**src/rtl/layer_serializer.sv**
```systemverilog
// rtl/layer_serializer.sv - parallel layer output vector to one-word-per-cycle serial stream
// Optional SER_LAST_EN adds o_last, marking the final word of each vector.
module layer_serializer #(
    parameter int numOutput = 10,
    parameter int dataWidth = 16
) (
    input  logic                           i_clk,
    input  logic                           rst,
    input  logic [numOutput*dataWidth-1:0] i_data,
    input  logic                           i_valid,
    output logic                           o_ready,
    output logic [dataWidth-1:0]           o_data,
    output logic                           o_data_valid,
    output logic                           o_busy,
`ifdef SER_LAST_EN
    output logic                           o_last,
`endif
    output logic                           o_overflow
);

    localparam int CW = $clog2(numOutput);
    localparam logic [CW-1:0] LAST_IDX = CW'(numOutput - 1);

    typedef enum logic {
        IDLE = 1'b0,
        SEND = 1'b1
    } state_t;

    state_t               state_q;
    state_t               state_d;
    logic [CW-1:0]        cnt_q;
    logic [CW-1:0]        cnt_d;
    logic [dataWidth-1:0] buf_q [numOutput];
    logic                 at_last;
    logic                 accept;
    logic                 drop;

    // cnt_q is the index of the word currently shown on o_data, so the
    // ready window coincides with the last word and the next vector follows gaplessly.
    always_comb begin
        state_d = state_q;
        cnt_d   = cnt_q;
        at_last = (state_q == SEND) && (cnt_q == LAST_IDX);
        o_ready = (state_q == IDLE) || at_last;
        accept  = i_valid && o_ready;
        drop    = i_valid && !o_ready;
        if (accept) begin
            state_d = SEND;
            cnt_d   = '0;
        end else if (at_last) begin
            state_d = IDLE;
            cnt_d   = '0;
        end else if (state_q == SEND) begin
            cnt_d = cnt_q + CW'(1);
        end
    end

    always_ff @(posedge i_clk) begin
        if (rst) begin
            state_q      <= IDLE;
            cnt_q        <= '0;
            o_data       <= '0;
            o_data_valid <= 1'b0;
            o_busy       <= 1'b0;
            o_overflow   <= 1'b0;
`ifdef SER_LAST_EN
            o_last       <= 1'b0;
`endif
        end else begin
            state_q      <= state_d;
            cnt_q        <= cnt_d;
            o_data_valid <= (state_d == SEND);
            o_busy       <= (state_d == SEND);
`ifdef SER_LAST_EN
            o_last       <= (state_d == SEND) && (cnt_d == LAST_IDX);
`endif
            // Word 0 bypasses the buffer so it shows the cycle after the accept.
            if (accept) begin
                for (int k = 0; k < numOutput; k++) begin
                    buf_q[k] <= i_data[k*dataWidth +: dataWidth];
                end
                o_data <= i_data[dataWidth-1:0];
            end else if (state_d == SEND) begin
                o_data <= buf_q[cnt_d];
            end
            if (drop) begin
                o_overflow <= 1'b1;
            end
        end
    end

endmodule

```
**config.mk**
```make
export PLATFORM = sky130hd
export DESIGN_NAME = layer_serializer
export DESIGN_NICKNAME = d
export VERILOG_FILES = /design/src/rtl/layer_serializer.sv
export SDC_FILE = /design/constraint.sdc
export NUM_CORES = 1
export LEC_CHECK = 0
export ABC_AREA = 1
export CAP_MARGIN = 20
export CELL_PAD_IN_SITES_DETAIL_PLACEMENT = 0
export CELL_PAD_IN_SITES_GLOBAL_PLACEMENT = 1
export CORE_MARGIN = 2
export CORE_UTILIZATION = 35
export CTS_CLUSTER_SIZE = 30
export DETAILED_ROUTE_END_ITERATION = 16
export PLACE_DENSITY_LB_ADDON = 0.1
export SLEW_MARGIN = 20
export SYNTH_ARGS = -nofsm -noshare
export SYNTH_HDL_FRONTEND = slang
export SYNTH_SLANG_ARGS = --single-unit
```
**constraint.sdc**
```tcl
create_clock -name i_clk -period 3.8 [get_ports i_clk]
set_clock_uncertainty 0.15 [all_clocks]
set_input_delay 0.57 -clock i_clk [delete_from_list [all_inputs] [get_ports i_clk]]
set_output_delay 0.57 -clock i_clk [all_outputs]
set_load 0.01 [all_outputs]
```
After elaboration in Yosys (flattened, before gate mapping). Memories as Yosys holds them, arrays and structs flattened. A register that Yosys moved wholly into a read port is not among the register bits. Index checks and enable logic that the tools add are counted.

Register bits after elaboration: 6. Bits in writable memories: 160. Input bits: 163. Output and inout bits: 20. Logic and storage cells: 21. Memories kept: 1.

Add/sub/neg operators: 1. Equal/unequal tests: 1. Muxes and demuxes: 8. Bitwise logic cells: 1. Reductions and logical operators: 6.

Memories: buf_q (depth 10, bits a word 16, rd ports 1, clocked after memory_dff 1, wr ports 10, RTL line 33) `logic [dataWidth-1:0] buf_q [numOutput];`.

Operators with widths (number): two-way mux 4 bit (3); two-way mux 1 bit (5); adder 4 x 1 -> 4 bit, second input constant (1); equality test 4 bit, second input constant (1); logical AND 1 bit (3); nonzero test 2 bit (1); zero test 1 bit (1); logical OR 1 bit (1); NOT 1 bit (1).

Longest topological paths before layout. Gate-level depths: netlist of run 1.

Word-level depth: 7. Mapped depth: 16. Gate-level depth less buffers: 15.

Worst setup path after synthesis of run 1. OpenSTA, ideal clock, no wires.

Path kind: register to register. Start: reg cnt_q[0]. End: reg o_data[0], read port of buf_q. Setup time: 0.059 ns. Arrival: 3.620 ns. Required time: 3.591 ns. Path slack: -0.029 ns. Cell stages (with the launch flop): 13. Path buffers: 1. Clock period less this slack: 3.829 ns. Path through: dfxtp_1 > ha_1 > nand3_1 > nand2_1 > inv_1 > nor2_4 > buf_2 > o21ai_0 > nand4_1 > nand2_1 > nand2_1 > nand3_1 > nand2_1.

Longest elaborated chain between the ends: 6. Elaborated cells between the ends (all ways): 11. Classes of those cells: add/sub (1); eq/ne (1); mux (5); reduce/logical (4).

Ends and longest elaborated chain: from (decl) (RTL line 31) `logic [CW-1:0] cnt_q;`; from (signal assigned) (RTL line 71) `cnt_q <= cnt_d;`; equality test 4 bit (*) (RTL line 43) `at_last = (state_q == SEND) && (cnt_q == LAST_IDX);`; logical AND 1 bit (*) (RTL line 43); logical OR 1 bit (*) (RTL line 44) `o_ready = (state_q == IDLE) || at_last;`; named net o_ready (RTL line 11) `output logic o_ready,`; logical AND 1 bit (*) (RTL line 45) `accept = i_valid && o_ready;`; two-way mux 1 bit (RTL line 47) `if (accept) begin`; nonzero test 2 bit (no line); to (decl) (RTL line 12) `output logic [dataWidth-1:0] o_data,`.

Mark *: on every way through the listed nets, which the timed path passes. The rest lies on a longest branch. A chain may end at the register's enable or synchronous reset.

Worst setup path after layout of run 1.
Start: reg cnt_q[1]. End: reg o_data[0], read port of buf_q.

Longest elaborated chain between the ends: 6. Elaborated cells between the ends (all ways): 11. Classes of those cells: add/sub (1); eq/ne (1); mux (5); reduce/logical (4).

Ends and longest elaborated chain: branches (longest 6 deep; another with adder 4 x 1 -> 4 bit).

Parallel ways; which one is timed is not known.

==> results by stage, run 1 <==
Layout:
- The final-layout fill cell count is 1872.
- The finished cells cover 10000 um2.
- The growth of design area from synthesis to finish is 36.9%.
- The storage element area is roughly 5200 um2.
- The multi-input combinational cells in the finished layout cover a total of 1840 um2.
- The diode insertion count for antenna repair is 0.
- The count of cells in the finished layout, fillers not included, comes to 1116.
- For this run, the post-layout net count is 998.
- In the final layout, the share of cells above drive strength 1 is 0.0768.
- At the end of the flow the core is filled with cells to 0.492.

Global routing:
- Global routing finished with a remaining overflow of 0.
- The via count of the first global-routing pass is 5495.
- The initial antenna violation count is 0.
- The wire length of the first global-routing pass is 29700 um.
- Entering global routing, the biggest net connects 104 pins.
- Across every metal layer, demand over resource in global routing totals 0.180.

Floorplanning:
- The initial utilization of the core area, before any placement, comes to 0.359.
- From left edge to right edge, the die measures 149 um.
- The overall die height is 149 um.
- The number of primary I/O pins is 183.
- Row generation in the floorplan step produced 52 rows.
- The die area is ~22000 um2.
- The core region is roughly 20000 um2.

Critical path:
- The endpoint required time on the critical path is 3.98 ns.
- The most critical setup path has its startpoint at cnt_q[1].
- The critical path goes through inv_1 -> ha_1 -> nand3_1 -> nand3_2 -> nand2_4 -> inv_2 -> nand2_1 -> nand2_1 -> nand2_1 -> nand2_1 -> a21oi_1 -> nand2_1 -> nand3_1 -> nand2_1.
- For this run, the slowest stage of the critical path takes 0.38 ns.
- The cell that appears most often on the critical path is sky130_fd_sc_hd__nand2_1.
- In this run the worst path has a maximum fanout of 31.
- The worst setup path is launched from a flop.
- The standard cell with the maximum stage delay on the critical path is sky130_fd_sc_hd__dfxtp_1.
- The signal arrival time at the worst endpoint is 2.88 ns.
- The endpoint type of the worst setup path is a flop.
- The reg-to-reg critical path startpoint is cnt_q[1].
- The critical path is of the flop to flop type.

Place:
- The number of buffers added on ports is roughly 180.
- Counting tap cells, the placed design contains a total of ~1100 instances.
- The routability-driven placement congestion ratio is 0.774.
- The placed instances occupy a cell area of approximately 9500 um2.
- The total half-perimeter wirelength after legalization and detailed placement is around 13000 um.

Timing:
- Of the available clock period, the critical path in the final layout requires 0.711.
- The count of endpoints failing hold in the final timing report is 0.
- Setup repair after global routing left no endpoint under its margin.
- The number of pins with negative max-slew slack in the final report is 0.
- Measured against its own limit, the worst slew margin works out to 0.366.
- The smallest clock period supported by the final layout is computed as 2.70 ns.
- The transition time at the pin with the least slew margin is 0.951 ns.
- The total negative setup slack is 0 ns.
- The highest clock rate is 370 MHz.
- Setup violations remaining at the end of the flow were counted as 0.

Clocking:
- The number of buffers inserted during clock tree synthesis is 17.
- The tree is rooted in a sky130_fd_sc_hd__clkbuf_16.
- The quantity of hold-fixing buffers added after cts is 0.
- The H-tree was split into 4 levels.
- Counting along the longest clock path gives a buffer depth of 2.
- The clock sink count is 182.
- Post-CTS timing repair inserted 0 buffers for setup.
- The number of gates resized after CTS was 0.
- The later pin in the worst-skew pair is clocked with a latency of between 0.4 and 0.5 ns.
- The clock-pin slew of the registers on the worst-case setup and hold paths is 0.07 ns.
- The CTS tree is yes.

Power:
- Of the total power, the share spent switching nets is 0.237.
- The worst-case vdd ir drop is 277 uV.
- The proportion of power drawn by combinational gates is 0.112.
- The cell internal power dissipation is 0.00353 W.
- The power density over the cells is about 460 nW/um2.
- The power share of the clock group is 0.388.
- Summed over all nets, the switching power comes to 0.00110 W.
- The share of total power dissipated in sequential elements is 0.500.
- The analysis attributes to cell leakage a power of 3.82 nW.

Synthesis:
- After synthesis the cells add up to between 7000 and 8000 um2.
- The net count of the mapped netlist is 814.
- After synthesis the netlist holds a flip-flop and latch count of 182.
- After synthesis, the netlist uses 30 different library cells.
- During synthesis, Yosys emitted a total of 0 warnings.
- The number of cells produced by synthesis is 649.
- After synthesis, the mean cell area works out to around 11 um2.
- The part of the Yosys area used for sequential elements is 0.715.

Detailed routing:
- Before antenna repair, the detailed router went through 5 iterations.
- After detailed routing, the number of remaining DRC violations is 0.
- The detail route stage leaves a number of antenna-violating nets equal to 0.
- The routed layout has 5308 vias.
- The detailed router finished its first iteration with 399 violations.
- The average vias per placed instance is 4.76.
- The total detailed-routing wirelength is 19400 um.
- After detailed routing, the average wire length per cell comes to around 17 um.

Worst hold path:
- The path type of the worst min-delay path is flop to flop.
- The worst hold path begins at o_data[10].

Status:
- The run finished with clean final reports.

Flow run:
- The tool flagged a number of max-cap violations equal to 0.
cell usage after synthesis:
| library cell | count | area (um2) |
|---|---|---|
| sky130_fd_sc_hd__clkbuf_1 | 4 | 15.0 |
| sky130_fd_sc_hd__nand3b_1 | 1 | 7.51 |
| sky130_fd_sc_hd__a21boi_4 | 1 | 18.8 |
| sky130_fd_sc_hd__a21oi_1 | 18 | 90.1 |
| sky130_fd_sc_hd__nand2_4 | 1 | 11.3 |
| sky130_fd_sc_hd__edfxtp_1 | 160 | 4800 |
| sky130_fd_sc_hd__or2_1 | 5 | 31.3 |
| sky130_fd_sc_hd__or2_0 | 2 | 12.5 |
| sky130_fd_sc_hd__or2_2 | 8 | 50.1 |
| sky130_fd_sc_hd__buf_2 | 17 | 85.1 |
| sky130_fd_sc_hd__o21ai_0 | 24 | 120 |
| sky130_fd_sc_hd__o21ai_2 | 1 | 8.76 |
| sky130_fd_sc_hd__o211ai_1 | 6 | 45.0 |
| sky130_fd_sc_hd__buf_4 | 3 | 22.5 |
| sky130_fd_sc_hd__ha_1 | 2 | 25.0 |
| sky130_fd_sc_hd__nor2_1 | 20 | 75.1 |
| sky130_fd_sc_hd__buf_6 | 1 | 11.3 |
| sky130_fd_sc_hd__nand2_2 | 2 | 12.5 |
| sky130_fd_sc_hd__nor2_4 | 2 | 22.5 |
| sky130_fd_sc_hd__inv_2 | 6 | 22.5 |
| sky130_fd_sc_hd__xor2_1 | 1 | 8.76 |
| sky130_fd_sc_hd__nand4_1 | 9 | 56.3 |
| sky130_fd_sc_hd__nor2_2 | 2 | 12.5 |
| sky130_fd_sc_hd__buf_1 | 1 | 3.75 |
| sky130_fd_sc_hd__o21ai_1 | 5 | 25.0 |
| sky130_fd_sc_hd__dfxtp_1 | 22 | 440 |
| sky130_fd_sc_hd__inv_1 | 25 | 93.8 |
| sky130_fd_sc_hd__nand2_1 | 244 | 916 |
| sky130_fd_sc_hd__nand3_2 | 1 | 10.0 |
| sky130_fd_sc_hd__nand3_1 | 55 | 275 |
area by class of cell:
cell class | count | area share
Clock buffer | 17 | 0.0424
Clock inverter | 15 | 0.0166
Inverter | 31 | 0.0116
Multi-Input combinational cell | 410 | 0.183
Sequential cell | 182 | 0.522
Tap cell | 270 | 0.0336
Timing Repair Buffer | 191 | 0.191
power by group through the flow:
stage	Clock [W]	Combinational (W)	Sequential, W
2_1_floorplan	0	0.000217	0.00235
3_3_place_gp	0	0.000519	0.00235
3_5_place_dp	0	0.000524	0.00235
4_1_cts	0.00182	0.000527	0.00231
5_1_grt	0.00190	0.000573	0.00232
6_report	0.00179	0.000519	0.00231
kinds of logic after synthesis:
| logic type | share of synthesized area |
|---|---|
| and+or+nand+nor | 0.204 |
| DFF | 0.715 |
| buffers and inverters | 0.0346 |
| AOI/OAI and AO/OA | 0.0420 |
| adders and majority gates | 0.00341 |
| xor gates and xnor gates | 0.00119 |
placed cells by master (no fill, tap or decap), types with 2 or more instances in the layout:
cell type                         instances
sky130_fd_sc_hd__nand2_1                244
sky130_fd_sc_hd__clkdlybuf4s50_1        182
sky130_fd_sc_hd__edfxtp_1               160
sky130_fd_sc_hd__nand3_1                 55
sky130_fd_sc_hd__inv_1                   25
sky130_fd_sc_hd__o21ai_0                 24
sky130_fd_sc_hd__dfxtp_1                 22
sky130_fd_sc_hd__nor2_1                  19
sky130_fd_sc_hd__a21oi_1                 18
sky130_fd_sc_hd__clkbuf_16               17
sky130_fd_sc_hd__nand4_1                  9
sky130_fd_sc_hd__or2_2                    8
sky130_fd_sc_hd__buf_4                    7
sky130_fd_sc_hd__inv_2                    6
sky130_fd_sc_hd__o211ai_1                 6
sky130_fd_sc_hd__o21ai_1                  5
sky130_fd_sc_hd__or2_1                    5
sky130_fd_sc_hd__inv_6                    5
sky130_fd_sc_hd__nor2_2                   3
sky130_fd_sc_hd__inv_8                    3
sky130_fd_sc_hd__nor2_4                   2
sky130_fd_sc_hd__nand2_2                  2
sky130_fd_sc_hd__or2_0                    2
sky130_fd_sc_hd__ha_1                     2
sky130_fd_sc_hd__bufinv_16                2
sky130_fd_sc_hd__clkinv_2                 2
sky130_fd_sc_hd__clkinvlp_4               2
sky130_fd_sc_hd__buf_12                   2
worst max-delay path, delay by kind of cell (launching register included):
kind	cells	cell delay (ns)
compound gates	1	0.27
simple gates	10	1.21
fa+ha+maj	1	0.17
flops	1	0.38
buf+inv	2	0.39
path summary, 6_finish.rpt:
| check | end | slack (ns) | cells past startpoint |
|---|---|---|---|
| worst min register to register | o_data[10] | 0.30 | 2 |
| worst max register to register | o_data[0] | 1.10 | 14 |
| worst max-delay path | o_data[0] | 1.10 | 14 |
| worst min-delay path | o_data[10] | 0.30 | 2 |
registers in the layout, indices dropped and copies added (netlist names):
register    count
o_overflow      1
o_data         16
state_q         1
cnt_q           4
buf_q         160
routing by layer:
| layer | GRT usage | share of wire | vias to the layer above |
|---|---|---|---|
| met3 | 0.0370 | 0.056 | 18 |
| li1 | - | - | 2581 |
| met2 | 0.300 | 0.48 | 173 |
| met1 | 0.241 | 0.45 | 2536 |
| met4 | 0.0529 | 0.011 | 0 |
| met5 | 0 | 0 | - |
through the flow:
step / power [W] / setup slack (ns) / hold slack (ns)
after floorplan: 0.00257 / 0.853 / 0.324
after global placement: 0.00287 / 0.673 / 0.292
after detailed placement: 0.00288 / 0.651 / 0.294
after CTS: 0.00466 / 1.05 / 0.307
after global routing: 0.00480 / 0.872 / 0.333
final: 0.00462 / 1.10 / 0.303
(Power assumes the default switching activity.)
==> run 2, diff against run 1 <==
==> constraint.sdc (replaced) <==
create_clock -name i_clk -period 2.2 [get_ports i_clk]
set_clock_uncertainty 0.15 [all_clocks]
set_input_delay 0.33 -clock i_clk [delete_from_list [all_inputs] [get_ports i_clk]]
set_output_delay 0.33 -clock i_clk [all_outputs]
set_load 0.01 [all_outputs]
==> run 2 against run 1 <==
Sequential share of layout area decreased by 3.5 points; global-route usage grew 0.37 points; die area unchanged; clock power is 70% higher; largest cell class unchanged; worst setup slack worse by 0.99 ns.
==> results by stage, run 2 (synthesized netlist as in run 1, its figures left out) <==
Critical path:
- Walking the worst path, the cells encountered are inv_4 -> ha_4 -> nand3_4 -> nand3_4 -> nand2_8 -> buf_4 -> nor2_4 -> buf_6 -> nand2_1 -> nand3_1 -> nand2_1 -> nand3_1 -> nand2_1 -> a21oi_1.
- The setup path with the least slack is of type flop to flop.
- The slowest stage of the critical path belongs to the cell sky130_fd_sc_hd__dfxtp_4.
- The largest stage delay on the critical path is 0.36 ns (-0.02 ns).
- The largest fanout of any net on the critical path came to 5 (-84%).
- The logic depth of the worst setup path including buffers is 14 (unchanged).
- The count of cells along the worst register-to-register path came to 14 (unchanged).
- Among cell families on the critical path, the largest total delay comes from simple AND/OR/NAND/NOR gates.
- The buffers plus inverters on the worst setup path is 3 (+1).
- The worst setup path is launched from a flop.
- By instance count, the cell type seen most on the critical path is sky130_fd_sc_hd__nand2_1.
- STA classifies the critical path endpoint as a flop.
- The endpoint required time on the critical path is 2.41 ns (-1.57 ns).
- The signal arrival time at the worst endpoint was 2.31 ns (-0.57 ns).
- The internal reg-to-reg setup slack is 0.11 ns (-0.99 ns).

Global routing:
- The wire length of the first global-routing pass is 30400 um (+2.4%).
- The via count of the first global-routing pass is 5627 (+2.4%).
- The initial antenna violation count is 0 (unchanged).
- The global router's overall resource usage is 0.184 (+0.00370).
- The total overflow reported by the global router is 0 (unchanged).
- The pin count of the biggest net entering global routing is 42 (-60%).

Layout:
- The storage element area is 5250 um2 (+0.17%).
- buf_q holds more flip-flops than any other register.
- The largest registers in the layout are buf_q: 160 flops, o_data: 16 flops, cnt_q: 4 flops.
- The diode insertion count for antenna repair is 0 (unchanged).
- The final-layout fill cell count is 1791 (-4.3%).
- The most common cell after layout, fill and taps aside is sky130_fd_sc_hd__nand2_1.
- The area used by multi-input combinational logic was 1930 um2 (+5.0%).
- Leaving out fill and tap cells, the most frequent cells in the layout are sky130_fd_sc_hd__nand2_1, sky130_fd_sc_hd__clkdlybuf4s50_1, sky130_fd_sc_hd__edfxtp_1, sky130_fd_sc_hd__nand3_1, sky130_fd_sc_hd__buf_4.
- From synthesis to final layout, the design area changed by 46.9%.
- The final layout net count came to 1056 (+5.8%).
- The number of flip-flops under the largest register name is 160 (unchanged).
- The share of layout cells above drive strength 1 came to 0.150 (+0.0736).
- The cell area after layout came to 10800 um2 (+7.3%).

Flow run:
- The count of max-cap constraint violations is 0 (unchanged).

Power:
- The cell internal power dissipation came to 0.00622 W (+77%).
- The power density over the cells is 752 nW/um2 (+63%).
- The proportion of power drawn by combinational gates is 0.132 (+0.020).
- The switching portion of total power is 0.232 (-0.00545).
- The share of power burned in registers was 0.492 (-0.008).
- The worst-case vdd ir drop is 470 uV (+70%).
- The power after layout is 0.00810 W (+75%).
- The power share of the clock group was 0.376 (-0.012).
- The leakage power of the design is 4.18 nW (+9.5%).
- The net switching power is 0.00188 W (+71%).

Timing:
- The count of endpoints failing hold in the final timing report is 0 (unchanged).
- The number of pins with negative max-slew slack in the final report came to 0 (unchanged).
- The tightest slew margin relative to the limit is 0.548 (+0.182).
- The transition time at the pin with the least slew margin was 0.675 ns (-0.276 ns).
- The part of the cycle the worst path needs came to 0.952 (+0.241).
- Setup repair after global routing could not meet its margin everywhere.
- The tightest hold margin came to 0.289 ns (-0.0139 ns).
- The highest clock rate is 478 MHz (+29%).
- The count of final setup violators was 0 (unchanged).
- The total negative setup slack is 0 ns (unchanged).
- The post-route minimum period is 2.09 ns (-0.608 ns).

Status:
- The flow ran to the end, and the final reports show no timing, DRC or antenna violations.

Clocking:
- The clock sink count came to 182 (unchanged).
- The clock-pin slew of the registers on the worst-case setup and hold paths is 0.07 ns (about the same).
- The quantity of hold-fixing buffers added after cts was 0 (unchanged).
- The number of buffers inserted during clock tree synthesis is 17 (unchanged).
- The cell sitting at the root of the clock tree is a sky130_fd_sc_hd__clkbuf_16.
- The maximum buffer depth of the clock tree came to 2 (unchanged).
- TritonCTS built the clock tree.
- The worst-skew pair later-pin latency is 0.43 ns (about the same).
- The maximum level of the CTS H-tree is 4 (unchanged).

Detailed routing:
- The total detailed-routing wirelength is 20300 um (+4.5%).
- The post-route DRC violation count is 0 (unchanged).
- The average vias per placed instance is 4.65 (-2.2%).
- The count of nets left with antenna violations after detail routing came to 0 (unchanged).
- The first-pass iteration count of the detailed router is 5 (unchanged).
- The number of vias in the routed layout was 5463 (+2.9%).
- The number of design-rule violations left by the first detailed-router iteration is 367 (-8.0%).
- The average routed wire per standard cell is 17.3 um (-0.65%).

Floorplanning:
- The number of primary I/O pins is 183 (unchanged).
- The number of rows created at floorplan is 52 (unchanged).
- The starting density of the core is 0.359 (unchanged).
- The horizontal die dimension was 149 um (unchanged).
- The overall die height is 149 um (unchanged).
- The die area is 22100 um2 (unchanged).
- The core footprint is 20400 um2 (unchanged).

Place:
- The number of buffers added on ports was 182 (unchanged).
- The total half-perimeter wirelength after legalization and detailed placement was 14000 um (+6.8%).
- The routability-driven placement congestion ratio came to 0.789 (+1.9%).
- The cell area after placement came to 9910 um2 (+4.9%).

Worst hold path:
- The number of cells on the worst hold path is 1 (-1).
- The path type of the worst min-delay path is input port to flop.
[run 2: cell count changes in the layout (fill, tap and decap cells not counted), moves of 3 or more]
cell / before / now
sky130_fd_sc_hd__buf_12: 2 / 12
sky130_fd_sc_hd__buf_4: 7 / 49
sky130_fd_sc_hd__buf_6: 0 / 3
sky130_fd_sc_hd__clkbuf_16: 17 / 20
sky130_fd_sc_hd__clkinv_4: 0 / 3
sky130_fd_sc_hd__dfxtp_1: 22 / 19
sky130_fd_sc_hd__nand2_1: 244 / 241
sky130_fd_sc_hd__o21ai_0: 24 / 18
sky130_fd_sc_hd__o21ai_1: 5 / 9
[run 2: layout make-up]
cell class / count / area share
flip-flops and latches: 182 / 0.488
repair buffers: 249 / 0.236
multi-input cells: 410 / 0.179
clock buffers: 19 / 0.0411
well taps: 270 / 0.0314
clock inverters: 13 / 0.0135
inverters: 31 / 0.0117
[run 2: final timing paths]
| path | endpoint | start |
|---|---|---|
| setup reg to reg | o_data[7] | cnt_q[1] |
| hold reg to reg | o_data[4] | o_data[4] |
| hold / removal | buf_q[3][6] | i_data[54] |
| setup / recovery | o_data[7] | cnt_q[1] |
[run 2: stage by stage]
| stage | util | instances | setup WS, ns |
|---|---|---|---|
| 6_report | 0.527 | 1174 | 0.106 |
| 5_1_grt | 0.527 | 1174 | -0.0144 |
| 4_1_cts | 0.516 | 1166 | 0.000178 |
| 3_5_place_dp | 0.485 | 1132 | -0.285 |
| 3_3_place_gp | 0.485 | 1132 | -0.239 |
| 2_1_floorplan | - | 649 | 0.0326 |
[run 2: power by group through the flow]
stage | Combinational (W) | Sequential, W | Clock (W)
floorplan | 0.000381 | 0.00406 | 0
global placement | 0.000984 | 0.00406 | 0
detailed placement | 0.000993 | 0.00406 | 0
CTS | 0.00101 | 0.00399 | 0.00310
global route | 0.00117 | 0.00400 | 0.00323
finish | 0.00107 | 0.00399 | 0.00305
[run 2: routing by layer]
layer / global-route usage / vias to the layer above / routed length (um)
li1: - / 2703 / -
met1: 0.245 / 2574 / 9130
met2: 0.307 / 166 / 9880
met3: 0.0385 / 20 / 1020
met4: 0.0524 / 0 / 293
met5: 0 / - / 0
[run 2: timing repair]
| item | 4_1_cts | 5_1_grt |
|---|---|---|
| hold endpoints to repair | 0 | 0 |
| gates cloned | 0 | 3 |
| pin swaps | 1 | 9 |
| endpoints found under the setup margin | 16 | 49 |
| setup buffers | 2 | 6 |
| resized for setup | 3 | 33 |
[run 2: worst register-to-register path: cells and delay by family, from the launching register on]
family / cells / cell delay (ns)
and+or+nand+nor: 9 / 0.90
DFF: 1 / 0.36
buffers and inverters: 3 / 0.36
adders and majority gates: 1 / 0.14
AOI/OAI and AO/OA: 1 / 0.12
==> run 3, diff against run 2 <==
--- a/config.mk
+++ b/config.mk
@@ -14,6 +14,7 @@
 export CTS_CLUSTER_SIZE = 30
 export DETAILED_ROUTE_END_ITERATION = 16
 export PLACE_DENSITY_LB_ADDON = 0.1
+export SETUP_SLACK_MARGIN = 0.5
 export SLEW_MARGIN = 20
 export SYNTH_ARGS = -nofsm -noshare
 export SYNTH_HDL_FRONTEND = slang
==> run 3 against run 2 <==
Register-to-register slack improved by 0.13 ns; maximum frequency increased by 6.4%; utilization increased by 3.4 points; die area unchanged; largest cell class unchanged.
==> results by stage, run 3 (synthesized netlist as in run 1, its figures left out) <==
Layout:
- Leaving out fill and tap cells, the most frequent cell in the layout is sky130_fd_sc_hd__nand2_1.
- The area growth from synthesis to layout is 56.5%.
- The largest registers in the layout are buf_q: 160 flops, o_data: 16 flops, cnt_q: 4 flops.
- The top cell types in the final layout, fill and taps aside, are sky130_fd_sc_hd__nand2_1, sky130_fd_sc_hd__clkdlybuf4s50_1, sky130_fd_sc_hd__edfxtp_1, sky130_fd_sc_hd__nand3_1, sky130_fd_sc_hd__buf_4.
- The register name with the most flops is buf_q.
- The number of flip-flops under the largest register name is 160 (unchanged).
- The final layout net count is 1087 (+2.9%).
- The share of layout cells above drive strength 1 is 0.202 (+0.0517).

Critical path:
- The largest fanout of any net on the critical path is 7 (+2).
- The signal arrival time at the worst endpoint came to 1.97 ns (-0.34 ns).
- STA classifies the critical path startpoint as a flop.
- The endpoint required time on the critical path came to 2.20 ns (-0.21 ns).
- The worst setup path is of the flop to flop kind.
- The endpoint type of the worst setup path is a flop.
- The count of cells along the worst register-to-register path was 10 (-4).

Floorplanning:
- The number of primary I/O pins is 183 (unchanged).
- The horizontal die dimension is 149 um (unchanged).
- The number of rows created at floorplan came to 52 (unchanged).
- The starting density of the core is 0.359 (unchanged).
- The overall die height is 149 um (unchanged).
- The core footprint is 20400 um2 (unchanged).
- The die area is 22100 um2 (unchanged).

Global routing:
- The via count of the first global-routing pass is 5614 (-0.23%).
- The wire length of the first global-routing pass came to 30600 um (+0.70%).
- The global router's overall resource usage is 0.186 (+0.00210).
- The pin count of the biggest net entering global routing is 26 (-38%).
- The total overflow reported by the global router is 0 (unchanged).
- The initial antenna violation count is 1 (+1).

Detailed routing:
- The total detailed-routing wirelength is 21100 um (+3.6%).
- The number of design-rule violations left by the first detailed-router iteration is 329 (-10%).
- The average vias per placed instance was 4.67 (+0.41%).
- The post-route DRC violation count is 0 (unchanged).
- The average routed wire per standard cell is 17.5 um (+0.85%).
- The first-pass iteration count of the detailed router is 4 (-1).
- The number of vias in the routed layout is 5635 (+3.1%).
- The count of nets left with antenna violations after detail routing is 0 (unchanged).

Clocking:
- The quantity of hold-fixing buffers added after cts is 0 (unchanged).
- The maximum level of the CTS H-tree is 4 (unchanged).
- TritonCTS built the clock tree.
- Clock tree synthesis selected as its root buffer the cell sky130_fd_sc_hd__clkbuf_16.
- The maximum buffer depth of the clock tree is 2 (unchanged).
- The clock sink count is 182 (unchanged).
- The clock-pin slew of the registers on the worst-case setup and hold paths is 0.07 ns (about the same).
- The number of buffers inserted during clock tree synthesis is 17 (unchanged).
- The worst-skew pair later-pin latency is 0.42 ns (about the same).

Timing:
- The transition time at the pin with the least slew margin is 0.496 ns (-0.179 ns).
- The final critical-path setup slack was 0.232 ns (+0.126 ns).
- The highest clock rate is 508 MHz (+6.4%).
- The part of the cycle the worst path needs is 0.895 (-0.0573).
- The number of pins with negative max-slew slack in the final report was 0 (unchanged).
- The tightest slew margin relative to the limit came to 0.669 (+0.120).
- The post-route minimum period is 1.97 ns (-0.126 ns).
- The count of endpoints failing hold in the final timing report is 0 (unchanged).
- Setup repair after global routing could not meet its margin everywhere.
- The count of final setup violators came to 0 (unchanged).

Status:
- The run finished with clean final reports.

Power:
- The leakage power of the design is 4.56 nW (+9.0%).
- The worst-case vdd ir drop is 453 uV (-3.6%).
- The power density over the cells came to 722 nW/um2 (-4.1%).
- The power after layout was 0.00828 W (+2.2%).

Worst hold path:
- The tightest min-delay check is of the flop to flop type.
- The number of cells on the worst hold path was 2 (+1).

Place:
- The total half-perimeter wirelength after legalization and detailed placement was 14200 um (+1.6%).
- The routability-driven placement congestion ratio is 0.798 (+1.1%).
- The number of buffers added on ports is 182 (unchanged).
- The worst slack after detailed placement is -0.241 ns (+0.0439 ns).

Flow run:
- The count of max-cap constraint violations is 0 (unchanged).
-- run 3: changes by cell type in the layout (fill, tap and decap cells not counted), moves of 8 or more --
cell / change
sky130_fd_sc_hd__nand2_1: -9
sky130_fd_sc_hd__dlygate4sd2_1: +16
sky130_fd_sc_hd__o21ai_0: -10
sky130_fd_sc_hd__buf_4: -10
sky130_fd_sc_hd__buf_8: +9
sky130_fd_sc_hd__o21ai_1: +8
sky130_fd_sc_hd__clkdlybuf4s50_1: -19
sky130_fd_sc_hd__buf_6: +18
-- run 3: cell type report --
cell class / instances / area (um2)
Fill cell: 1755 / 8950
Antenna cell: 1 / 2.50
Clock inverter: 15 / 185
Tap cell: 270 / 338
Timing Repair Buffer: 280 / 3120
Inverter: 31 / 136
Clock buffer: 17 / 425
Multi-Input combinational cell: 410 / 2020
Sequential cell: 182 / 5250
-- run 3: routing by layer --
metal / global-route usage / routed length [um] / part of all wire / vias to the layer above
li1: - / - / - / 2778
met1: 0.245 / 9390 / 0.45 / 2675
met2: 0.318 / 10400 / 0.50 / 163
met3: 0.0413 / 971 / 0.046 / 19
met4: 0.0424 / 257 / 0.012 / 0
met5: 0 / 0 / 0 / -
-- run 3: repair_timing --
item / in CTS / in global routing
cloned: 4 / 9
buffers inserted: 19 / 18
setup endpoints to repair: 190 / 178
gates resized for setup: 71 / 48
pin swaps: 22 / 13
-- run 3: final timing paths --
check | from | to | slack (ns)
worst min register to register | o_data[6] | o_data[6] | 0.30
worst max-delay path | cnt_q[1] | buf_q[3][15] | 0.23
worst min-delay path | o_data[6] | o_data[6] | 0.30
worst max register to register | cnt_q[1] | buf_q[3][15] | 0.23
-- run 3: per-stage QoR --
stage          TNS [ns]  std cells  instance area [um2]  hold slack (ns)   util
2_1_floorplan         0        649                 7410            0.243      -
3_3_place_gp      -2.63       1123                 9910            0.290  0.485
3_5_place_dp      -3.12       1123                 9910            0.297  0.485
4_1_cts               0       1178                11000            0.285  0.538
5_1_grt               0       1205                11500            0.284  0.562
6_report              0       1206                11500            0.301  0.562
-- run 3: critical path, cell delays in order, from the launching register on --
cell                        delay (ns)
sky130_fd_sc_hd__dfxtp_2          0.33
sky130_fd_sc_hd__inv_2            0.06
sky130_fd_sc_hd__ha_4             0.14
sky130_fd_sc_hd__nand3_4          0.10
sky130_fd_sc_hd__nand2_4          0.11
sky130_fd_sc_hd__inv_4            0.04
sky130_fd_sc_hd__nor2_4           0.18
sky130_fd_sc_hd__buf_6            0.15
sky130_fd_sc_hd__clkbuf_16        0.16
sky130_fd_sc_hd__buf_4            0.13
sky130_fd_sc_hd__clkbuf_16        0.14
-- run 3: power by group --
group	switching, W	internal (W)
combinational	0.000530	0.000637
clock	0.00140	0.00173
sequential	0.0000556	0.00393
total	0.00199	0.00629
